===== src/rtl/axi_llc_data_way_ctrl_if.sv =====
// Way request/response and SRAM macro signals of one LLC data-way controller.
// The slave modport is the controller's view; master is the requesting units plus the macro.
interface axi_llc_data_way_ctrl_if #(
    parameter int IndexLength       = 7,
    parameter int BlockOffsetLength = 3,
    parameter int DataWidth         = 64
) ();
    logic                                       inp_valid;
    logic                                       inp_ready;
    logic [1:0]                                 inp_unit;
    logic                                       inp_we;
    logic [IndexLength-1:0]                     inp_line_addr;
    logic [BlockOffsetLength-1:0]               inp_blk_offset;
    logic [DataWidth-1:0]                       inp_data;
    logic [DataWidth/8-1:0]                     inp_strb;

    logic                                       out_valid;
    logic                                       out_ready;
    logic [1:0]                                 out_unit;
    logic [DataWidth-1:0]                       out_data;

    logic                                       sram_req;
    logic                                       sram_we;
    logic [IndexLength+BlockOffsetLength-1:0]   sram_addr;
    logic [DataWidth-1:0]                       sram_wdata;
    logic [DataWidth/8-1:0]                     sram_be;
    logic [DataWidth-1:0]                       sram_rdata;

    modport slave (
        input  inp_valid, inp_unit, inp_we, inp_line_addr, inp_blk_offset, inp_data, inp_strb,
        output inp_ready,
        output out_valid, out_unit, out_data,
        input  out_ready,
        output sram_req, sram_we, sram_addr, sram_wdata, sram_be,
        input  sram_rdata
    );

    modport master (
        output inp_valid, inp_unit, inp_we, inp_line_addr, inp_blk_offset, inp_data, inp_strb,
        input  inp_ready,
        input  out_valid, out_unit, out_data,
        output out_ready,
        input  sram_req, sram_we, sram_addr, sram_wdata, sram_be,
        output sram_rdata
    );
endinterface


===== src/rtl/axi_llc_data_way_ctrl.sv =====
// Data-way controller: drives one SRAM macro, tracks reads over the macro latency and
// buffers read data in a credit-protected response FIFO so a stalled consumer loses nothing.
module axi_llc_data_way_ctrl #(
    parameter int IndexLength       = 7,
    parameter int BlockOffsetLength = 3,
    parameter int DataWidth         = 64,
    parameter int MacroLatency      = 1,
    parameter int OutDepth          = 4
) (
    input  logic                    clk_i,
    input  logic                    rst_ni,
    input  logic                    test_i,
    axi_llc_data_way_ctrl_if.slave  way
);
    localparam int CreditWidth = $clog2(OutDepth + 1);
    localparam int PtrWidth    = (OutDepth > 1) ? $clog2(OutDepth) : 1;
    localparam logic [CreditWidth-1:0] MaxCredit = CreditWidth'(OutDepth);
    localparam logic [PtrWidth-1:0]    LastSlot  = PtrWidth'(OutDepth - 1);

    typedef struct packed {
        logic [1:0]           unit;
        logic [DataWidth-1:0] data;
    } beat_t;

    logic [CreditWidth-1:0]  credit_q;
    logic [CreditWidth-1:0]  count_q;
    logic [MacroLatency-1:0] tag_valid_q;
    logic [1:0]              tag_unit_q [MacroLatency];
    beat_t                   fifo_q [OutDepth];
    logic [PtrWidth-1:0]     rd_ptr_q;
    logic [PtrWidth-1:0]     wr_ptr_q;

    logic ready;
    logic accept;
    logic read_accept;
    logic push;
    logic pop;
    logic out_valid;
    logic unused_test;

    // The FIFO is plain flops without a clock gate, so testmode has nothing to bypass here.
    assign unused_test = test_i;

    assign ready       = credit_q < MaxCredit;
    assign accept      = way.inp_valid & ready;
    assign read_accept = accept & ~way.inp_we;
    assign push        = tag_valid_q[MacroLatency-1];
    assign out_valid   = count_q != '0;
    assign pop         = out_valid & way.out_ready;

    assign way.inp_ready  = ready;
    assign way.sram_req   = accept;
    assign way.sram_we    = way.inp_we;
    assign way.sram_addr  = {way.inp_line_addr, way.inp_blk_offset};
    assign way.sram_wdata = way.inp_data;
    assign way.sram_be    = way.inp_we ? way.inp_strb : '0;

    assign way.out_valid = out_valid;
    assign way.out_unit  = out_valid ? fifo_q[rd_ptr_q].unit : '0;
    assign way.out_data  = out_valid ? fifo_q[rd_ptr_q].data : '0;

    // Tag pipeline mirrors the macro latency so the tail lines up with valid read data.
    always_ff @(posedge clk_i or negedge rst_ni) begin
        if (!rst_ni) begin
            tag_valid_q <= '0;
            for (int i = 0; i < MacroLatency; i++) begin
                tag_unit_q[i] <= '0;
            end
        end else begin
            tag_valid_q[0] <= read_accept;
            tag_unit_q[0]  <= way.inp_unit;
            for (int i = 1; i < MacroLatency; i++) begin
                tag_valid_q[i] <= tag_valid_q[i-1];
                tag_unit_q[i]  <= tag_unit_q[i-1];
            end
        end
    end

    always_ff @(posedge clk_i or negedge rst_ni) begin
        if (!rst_ni) begin
            credit_q <= '0;
            count_q  <= '0;
            rd_ptr_q <= '0;
            wr_ptr_q <= '0;
        end else begin
            if (read_accept && !pop) begin
                credit_q <= credit_q + CreditWidth'(1);
            end else if (!read_accept && pop) begin
                credit_q <= credit_q - CreditWidth'(1);
            end
            if (push && !pop) begin
                count_q <= count_q + CreditWidth'(1);
            end else if (!push && pop) begin
                count_q <= count_q - CreditWidth'(1);
            end
            if (push) begin
                wr_ptr_q <= (wr_ptr_q == LastSlot) ? '0 : wr_ptr_q + PtrWidth'(1);
            end
            if (pop) begin
                rd_ptr_q <= (rd_ptr_q == LastSlot) ? '0 : rd_ptr_q + PtrWidth'(1);
            end
        end
    end

    always_ff @(posedge clk_i) begin
        if (push) begin
            fifo_q[wr_ptr_q] <= {tag_unit_q[MacroLatency-1], way.sram_rdata};
        end
    end

    no_push_when_full: assert property (@(posedge clk_i) disable iff (!rst_ni)
        !(push && count_q == MaxCredit));
    credit_in_range: assert property (@(posedge clk_i) disable iff (!rst_ni)
        credit_q <= MaxCredit);
endmodule


===== src/flat_wrapper.sv =====
// flat-port wrapper written by rule: the top's interface ports become plain ports
module axi_llc_data_way_ctrl_flat 
#(
    parameter int IndexLength       = 7,
    parameter int BlockOffsetLength = 3,
    parameter int DataWidth         = 64,
    parameter int MacroLatency      = 1,
    parameter int OutDepth          = 4
)
  (clk_i, rst_ni, test_i, way_inp_valid, way_inp_unit, way_inp_we, way_inp_line_addr, way_inp_blk_offset, way_inp_data, way_inp_strb, way_inp_ready, way_out_valid, way_out_unit, way_out_data, way_out_ready, way_sram_req, way_sram_we, way_sram_addr, way_sram_wdata, way_sram_be, way_sram_rdata);
  axi_llc_data_way_ctrl_if #(.IndexLength(IndexLength), .BlockOffsetLength(BlockOffsetLength), .DataWidth(DataWidth)) way_i ();
  input  logic clk_i;
  input  logic rst_ni;
  input  logic test_i;
  input wire logic [$bits(way_i.inp_valid)-1:0] way_inp_valid;
  input wire logic [$bits(way_i.inp_unit)-1:0] way_inp_unit;
  input wire logic [$bits(way_i.inp_we)-1:0] way_inp_we;
  input wire logic [$bits(way_i.inp_line_addr)-1:0] way_inp_line_addr;
  input wire logic [$bits(way_i.inp_blk_offset)-1:0] way_inp_blk_offset;
  input wire logic [$bits(way_i.inp_data)-1:0] way_inp_data;
  input wire logic [$bits(way_i.inp_strb)-1:0] way_inp_strb;
  output wire logic [$bits(way_i.inp_ready)-1:0] way_inp_ready;
  output wire logic [$bits(way_i.out_valid)-1:0] way_out_valid;
  output wire logic [$bits(way_i.out_unit)-1:0] way_out_unit;
  output wire logic [$bits(way_i.out_data)-1:0] way_out_data;
  input wire logic [$bits(way_i.out_ready)-1:0] way_out_ready;
  output wire logic [$bits(way_i.sram_req)-1:0] way_sram_req;
  output wire logic [$bits(way_i.sram_we)-1:0] way_sram_we;
  output wire logic [$bits(way_i.sram_addr)-1:0] way_sram_addr;
  output wire logic [$bits(way_i.sram_wdata)-1:0] way_sram_wdata;
  output wire logic [$bits(way_i.sram_be)-1:0] way_sram_be;
  input wire logic [$bits(way_i.sram_rdata)-1:0] way_sram_rdata;
  assign way_i.inp_valid = way_inp_valid;
  assign way_i.inp_unit = way_inp_unit;
  assign way_i.inp_we = way_inp_we;
  assign way_i.inp_line_addr = way_inp_line_addr;
  assign way_i.inp_blk_offset = way_inp_blk_offset;
  assign way_i.inp_data = way_inp_data;
  assign way_i.inp_strb = way_inp_strb;
  assign way_inp_ready = way_i.inp_ready;
  assign way_out_valid = way_i.out_valid;
  assign way_out_unit = way_i.out_unit;
  assign way_out_data = way_i.out_data;
  assign way_i.out_ready = way_out_ready;
  assign way_sram_req = way_i.sram_req;
  assign way_sram_we = way_i.sram_we;
  assign way_sram_addr = way_i.sram_addr;
  assign way_sram_wdata = way_i.sram_wdata;
  assign way_sram_be = way_i.sram_be;
  assign way_i.sram_rdata = way_sram_rdata;
  axi_llc_data_way_ctrl #(.IndexLength(IndexLength), .BlockOffsetLength(BlockOffsetLength), .DataWidth(DataWidth), .MacroLatency(MacroLatency), .OutDepth(OutDepth)) u_core (.clk_i(clk_i), .rst_ni(rst_ni), .test_i(test_i), .way(way_i));
endmodule

===== config.mk =====
export PLATFORM = sky130hd
export DESIGN_NAME = axi_llc_data_way_ctrl_flat
export DESIGN_NICKNAME = d
export VERILOG_FILES = /design/src/rtl/axi_llc_data_way_ctrl_if.sv /design/src/rtl/axi_llc_data_way_ctrl.sv /design/src/flat_wrapper.sv
export SDC_FILE = /design/constraint.sdc
export NUM_CORES = 1
export LEC_CHECK = 0
export CAP_MARGIN = 20
export CELL_PAD_IN_SITES_DETAIL_PLACEMENT = 1
export CELL_PAD_IN_SITES_GLOBAL_PLACEMENT = 1
export CORE_UTILIZATION = 38
export CTS_BUF_LIST = sky130_fd_sc_hd__clkbuf_4 sky130_fd_sc_hd__clkbuf_8
export DETAILED_ROUTE_END_ITERATION = 10
export HOLD_SLACK_MARGIN = 0.05
export PLACE_DENSITY = 0.8
export RECOVER_POWER = 100
export SYNTH_ARGS = -nofsm -noshare
export SYNTH_HDL_FRONTEND = slang
export SYNTH_SLANG_ARGS = --single-unit

===== constraint.sdc =====
create_clock -name clk_i -period 2.7 [get_ports clk_i]
set_input_delay 0.54 -clock clk_i [delete_from_list [all_inputs] [get_ports clk_i]]
set_output_delay 0.54 -clock clk_i [all_outputs]
set_load 0.005 [all_outputs]

==> results of run 1 <==
-- cell usage after synthesis, drive strengths merged, types with 3 or more instances --
library cell	instances	area, sq um
mux4	66	1490
mux2	4	45.0
buf	90	688
xnor2	3	26.3
xor2	3	26.3
nor2	4	15.0
inv	5	18.8
dfrtp	13	325
clkbuf	7	26.3
edfxtp	264	7930
nand2	3	11.3
ha	7	87.6
and2	78	488
-- final timing paths --
path / slack (ns) / startpoint / cells past startpoint / end
min in group asynchronous: 0.49 / rst_ni / 1 / u_core.credit_q[2]
hold / removal: 0.48 / u_core.count_q[2] / 1 / u_core.count_q[2]
max in group asynchronous: 1.69 / rst_ni / 1 / u_core.rd_ptr_q[1]
hold reg to reg: 0.48 / u_core.count_q[2] / 1 / u_core.count_q[2]
setup / recovery: -0.01 / u_core.rd_ptr_q[0] / 6 / way_out_data[17]
setup reg to reg: 0.15 / u_core.wr_ptr_q[0] / 3 / u_core.fifo_q[3][52]
-- state kept, by name (all words and copies together) (netlist names) --
register,cells
u_core.count_q,3
u_core.credit_q,3
u_core.fifo_q,264
u_core.push,1
u_core.rd_ptr_q,2
u_core.tag_unit_q,2
u_core.wr_ptr_q,2
-- final cells by class --
| cell class | instances | area, sq um | area share |
|---|---|---|---|
| clock inverter | 28 | 208 | 0.0145 |
| sequential | 277 | 8260 | 0.578 |
| clock buffer | 58 | 742 | 0.0519 |
| tap | 384 | 480 | 0.0336 |
| inverter | 5 | 18.8 | 0.00131 |
| antenna | 1 | 2.50 | 0.000175 |
| multi-input combinational | 175 | 2400 | 0.168 |
| timing repair buffer | 204 | 2170 | 0.152 |
-- per-layer routing --
| layer | vias to the layer above | global-route usage | routed length, um |
|---|---|---|---|
| li1 | 2391 | - | - |
| met4 | 4 | 0.0665 | 706 |
| met3 | 73 | 0.0475 | 1670 |
| met1 | 2869 | 0.200 | 9950 |
| met2 | 217 | 0.315 | 13800 |
| met5 | - | 0.00160 | 31 |
-- per-stage QoR --
stage | setup TNS [ns] | hold slack, ns | total power, mW | area, sq um
global route | -4.09 | 0.497 | 15.6 | 14300
floorplan | 0 | 0.244 | 7.84 | 11200
CTS | -3.31 | 0.404 | 15.4 | 14500
detailed placement | 0 | 0.458 | 10.0 | 12800
finish | -0.0300 | 0.477 | 14.9 | 14300
global placement | 0 | 0.447 | 9.86 | 12800
-- worst max-delay path, stage by stage, from the launching register on --
cell and delay, ns:
dfrtp_4 0.50, buf_12 0.16, buf_16 0.14, buf_12 0.13, mux4_2 0.43, and2_4 0.16
buf_6 0.10
-- kinds of logic after synthesis --
kind of cell / Yosys count / share of synthesized area
and+or+nand+nor: 88 / 0.0474
muxes: 70 / 0.136
AOI/OAI and AO/OA: 2 / 0.000891
DFF: 277 / 0.734
buffers and inverters: 102 / 0.0652
xor gates and xnor gates: 6 / 0.00468
adders and majority gates: 9 / 0.0114
-- what timing repair did --
item	4_1_cts	5_1_grt
pin swaps	63	3
resized for setup	384	7
setup buffers	34	2
hold endpoints to repair	0	0
setup endpoints to repair	67	61
cloned	5	0
-- power groups by stage --
stage / Clock, mW / Combinational, mW / Sequential, mW
after floorplan: 0 / 2.57 / 5.27
after global placement: 0 / 4.57 / 5.29
after detailed placement: 0 / 4.69 / 5.32
after CTS: 3.86 / 6.32 / 5.23
after global routing: 4.02 / 6.30 / 5.26
final: 3.74 / 5.88 / 5.23
==> impl_metrics.toml, run 1 <==
[synthesis]
asyncSetResetFlopFracSynth = 0.0469
syn_area_per_cell_sq_um = 20.3
synth_edf_count = 264
syn_inst = 554
synth_ff_type = "edfxtp_1"
synth.ff_latch_count = 277
post_synth_num_cell_types = 22
yosysWarnings = 0
ys_seq_area_frac = 0.734
syn-num-nets = 717
netlist_area_sq_um = 11200

[pwr]
clkPwrFrac = 0.252
pwr-share-comb = 0.396
p_per_area_nw_per_um2 = 1040
seqPwrFrac = 0.352
p_sw_mw = 3.99
p_int_mw = 10.9
power_leakage_nw = 4.99
swShare = 0.269
ir_drop_v = 0.000381

[global_routing]
grt_pass1_vias = 6525
antenna_found_initial = 3
grt_pass1_wl_mm = 39.7
grt_overflow_total = 0
track_usage = 0.176
grt_max_degree = 39

[timing]
worstMarginPinSlew_ns = 1.15
hold_violations = 0
rsz0062_at_grt = "true"
fin_ws_ns = -0.0114
min_period_ns = 2.71
setup_viol = 5
clock.fmax_mhz = 369
fin_crit_sh = 1.00
slew_violations = 0
finClkSkew_ns = 0.0163
relSlewSlack = 0.231

[place]
dp_hpwl_mm = 15.7
port_buffers = 156
gp_congestion = 0.702
place_inst = 1011
dp_slack_ns = 0.0834

[hold_path]
worstHoldPathType = "reg2reg"

[routing]
ant_nets = 0
drt_iter0_drc = 236
vias_per_cell = 4.91
vias = 5554
routed_wl_mm = 26.1
wire_per_inst_um = 23.1
drc = 0
firstDrtPassIters = 4

[floorplanning]
coreArea_sq_um = 28900
die-area_sq_um = 30300
num_rows = 62
die_w_um = 174
die_h_um = 174
pin_count = 306
start_util = 0.388

[cts]
clkTransAtPathRegs_ns = 0.06
cts_tree = "done"
root_buffer = "clkbuf_8"
cts_made_buffers = 47
cts.hold.buffers_added = 0
htree_levels = 2
clk_latency_ns = 0.54
clk_path_buf_depth = 3
cts_sinks = 277

[final_layout]
area_delta_synth_final_pct = 27.1
drive_gt1_frac = 0.428
mostFrequentLayoutCells = "edfxtp_1 (264), dlygate4sd3_1 (73), mux4_2 (66)"
nFillCells = 2640
final_cells = 1132
mostFrequentLayoutCell = "edfxtp_1"
final_nets = 873
utilization = 0.494

[flow_run]
maxCapViolCount = 0

[worst_setup_path]
crit_required_ns = 2.16
worstPathMaxFanout = 7
crit_arrival_ns = 2.17
end_kind = "output port"
worstSetupPathType = "reg2out"
start_kind = "flop"

[run_status]
outcome = "complete, but fails checks"
violations = "negative setup slack"
No activity file was read; power rests on OpenSTA's default activity.
==> run 2: changes to the inputs <==
--- a/config.mk
+++ b/config.mk
@@ -5,14 +5,15 @@
 export SDC_FILE = /design/constraint.sdc
 export NUM_CORES = 1
 export LEC_CHECK = 0
+export ABC_AREA = 1
 export CAP_MARGIN = 20
 export CELL_PAD_IN_SITES_DETAIL_PLACEMENT = 1
 export CELL_PAD_IN_SITES_GLOBAL_PLACEMENT = 1
-export CORE_UTILIZATION = 38
+export CORE_UTILIZATION = 25
 export CTS_BUF_LIST = sky130_fd_sc_hd__clkbuf_4 sky130_fd_sc_hd__clkbuf_8
 export DETAILED_ROUTE_END_ITERATION = 10
 export HOLD_SLACK_MARGIN = 0.05
-export PLACE_DENSITY = 0.8
+export PLACE_DENSITY = 0.6
 export RECOVER_POWER = 100
 export SYNTH_ARGS = -nofsm -noshare
 export SYNTH_HDL_FRONTEND = slang
==> run 2 against run 1 <==
  * The flow still finishes with violations (negative setup slack)
  * Combinational power increased by 4.1%
  * Global-route usage shrank 4.1 points
  * Critical endpoint is now way_out_data[18]
  * Routed wire length up 29%
  * Power increased by 1.4%
  * Register-to-register slack better by 0.36 ns
  * Highest routed layer unchanged
  * Cell area rose by 8.2%
  * Setup slack lost 0.19 ns
  * Critical path depth fell by 1
==> impl_metrics.toml, run 2 <==
[synthesis]
ys_top_cells_by_count = "nand2_1 (297), inv_1 (287), edfxtp_1 (264)"
synth_area_leaders = "edfxtp_1 (64%), nand2_1 (8.9%), inv_1 (8.6%)"
ys_seq_area_frac = 0.661
synth_edf_count = 264
syn_area_per_cell_sq_um = 10.3
post_synth_num_cell_types = 20
synth_largest_area_cell = "edfxtp_1"
asyncSetResetFlopFracSynth = 0.0469
syn-num-nets = 1376
netlist_area_sq_um = 12500
synth_top_area_share = 0.635
synth.most_common_cell = "nand2_1"
yosysWarnings = 0
synth.ff_latch_count = 277
syn_inst = 1213
synth_ff_type = "edfxtp_1"

[global_routing]
grt.busiest_layer = "met2"
grt_max_degree = 75
grt_pass1_vias = 8841
grt_overflow_total = 0
use_met1 = 0.144
grt_util_met2 = 0.236
grt_util_met3 = 0.0377
grt_pass1_wl_mm = 50.7
antenna_found_initial = 4
track_usage = 0.134

[cts]
htree_levels = 2
cts_sinks = 277
cts_tree = "done"
cts_made_buffers = 50
root_buffer = "clkbuf_8"
clk_latency_ns = 0.60
cts.hold.buffers_added = 0
clkTransAtPathRegs_ns = 0.06
clk_path_buf_depth = 3

[worst_setup_path]
worst_path_max_delay_cell = "clkdlybuf4s50_1"
crit_required_ns = 2.16
crit_chain = "buf_12 > nand2_1 > nand3_1 > a21oi_1 > clkdlybuf4s50_1"
crit_buf_inv = 2
crit_arrival_ns = 2.36
worstPathMaxFanout = 74
start_kind = "flop"
end_kind = "output port"
critPathTopFamily = "buffers and inverters"
cpPeakStageDelay_ns = 0.54
worstSetupPathType = "reg2out"

[floorplanning]
die_h_um = 225
die_w_um = 225
die-area_sq_um = 50800
coreArea_sq_um = 49100
pin_count = 306
num_rows = 81
start_util = 0.254

[routing]
routed_wl_mm = 33.7
vias_per_cell = 4.09
drc = 0
firstDrtPassIters = 4
wire_per_inst_um = 16.6
drt_iter0_drc = 210
ant_nets = 0
vias = 8286

[final_layout]
largest_reg_flops = 264
area_delta_synth_final_pct = 23.9
final_nets = 1487
final_cells = 2028
mostFrequentLayoutCell = "nand2_1"
regMostFlops = "u_core.fifo_q"
drive_gt1_frac = 0.0968
mostFrequentLayoutCells = "nand2_1 (297), inv_1 (283), edfxtp_1 (264)"
reg_top3 = "u_core.fifo_q: 264 flops, u_core.count_q: 3 flops, u_core.credit_q: 3 flops"

[timing]
hold_violations = 0
worstMarginPinSlew_ns = 1.18
slew_violations = 0
setup_viol = 58
min_period_ns = 2.90
rsz0062_at_grt = "true"
fin_ws_ns = -0.197
relSlewSlack = 0.214
finClkSkew_ns = 0.0220
fin_crit_sh = 1.07
clock.fmax_mhz = 345

[place]
port_buffers = 156
gp_congestion = 0.707
dp_hpwl_mm = 20.8
place_inst = 1932

[pwr]
ir_drop_v = 0.000391
power_leakage_nw = 6.57
p_per_area_nw_per_um2 = 974
power_mw = 15.1

[run_status]
outcome = "complete, but fails checks"
violations = "negative setup slack"

[flow_run]
maxCapViolCount = 0

[hold_path]
worstHoldPathType = "in2async"
[run 2: cell count changes after synthesis, sizes merged, moves of 4 or more]
cell    before  now
a21oi        0   66
clkbuf       7   14
mux4        66    0
nand2        3  297
inv          5  290
mux2         4    0
nand3        0  135
and2        78    0
buf         90  113
[run 2: path summary, 6_finish.rpt]
path | start | to | slack (ns) | depth (start not counted)
max in group asynchronous | rst_ni | u_core.rd_ptr_q[0] | 1.70 | 1
min in group clk_i | u_core.count_q[2] | u_core.count_q[2] | 0.48 | 2
worst min-delay path | rst_ni | u_core.credit_q[1] | 0.44 | 1
worst max register to register | u_core.count_q[0] | u_core.count_q[2] | 0.51 | 11
worst max-delay path | u_core.rd_ptr_q[0] | way_out_data[18] | -0.20 | 5
worst min register to register | u_core.count_q[2] | u_core.count_q[2] | 0.48 | 2
[run 2: cell type report]
| type | count | area [sq um] |
|---|---|---|
| fillers | 5610 | 33600 |
| flip-flops and latches | 277 | 8260 |
| multi-input cells | 519 | 2390 |
| repair buffers | 186 | 1930 |
| inverters | 290 | 1120 |
| well taps | 664 | 831 |
| clock buffers | 62 | 778 |
| clock inverters | 29 | 143 |
| diodes | 1 | 2.50 |
[run 2: metal layers]
layer  vias up  wire [um]
li1       3977          -
met3       132       2080
met4         2       1770
met1      3979      13300
met5         -         16
met2       196      16600
[run 2: kinds of logic after synthesis]
group	after synthesis	synth area share
compound gates	69	0.0277
xor+xnor	2	0.00140
fa+ha+maj	9	0.0102
buf+inv	417	0.153
flops	277	0.661
simple gates	439	0.146
[run 2: stage by stage]
step	area [sq um]	TNS, ns	setup WS [ns]	hold WS, ns	utilization
finish	15500	-6.12	-0.197	0.443	0.315
global route	15500	-14.67	-0.312	0.439	0.315
CTS	15500	-12.13	-0.248	0.301	0.315
detailed placement	14400	0	0.240	0.472	0.293
global placement	14400	0	0.219	0.454	0.293
floorplan	12500	0	0.318	0.244	-
[run 2: repair_timing]
action / 4_1_cts / 5_1_grt
gates cloned: 2 / 0
setup buffers: 2 / 0
pin swaps: 1 / 0
endpoints found under the setup margin: 66 / 66
resized for setup: 32 / 14
[run 2: where the power goes]
part,internal (mW),switching (mW),total [mW]
Combinational,2.76,3.36,6.12
Clock,1.91,1.71,3.62
Sequential,5.15,0.167,5.32
[run 2: worst register-to-register path, delay by kind of cell (launching register included)]
| kind | cells | cell delay (ns) |
|---|---|---|
| AND/OR/NAND/NOR | 7 | 0.75 |
| adder cells (fa/ha/maj) | 2 | 0.64 |
| flip-flops | 1 | 0.42 |
| buffers and inverters | 2 | 0.25 |
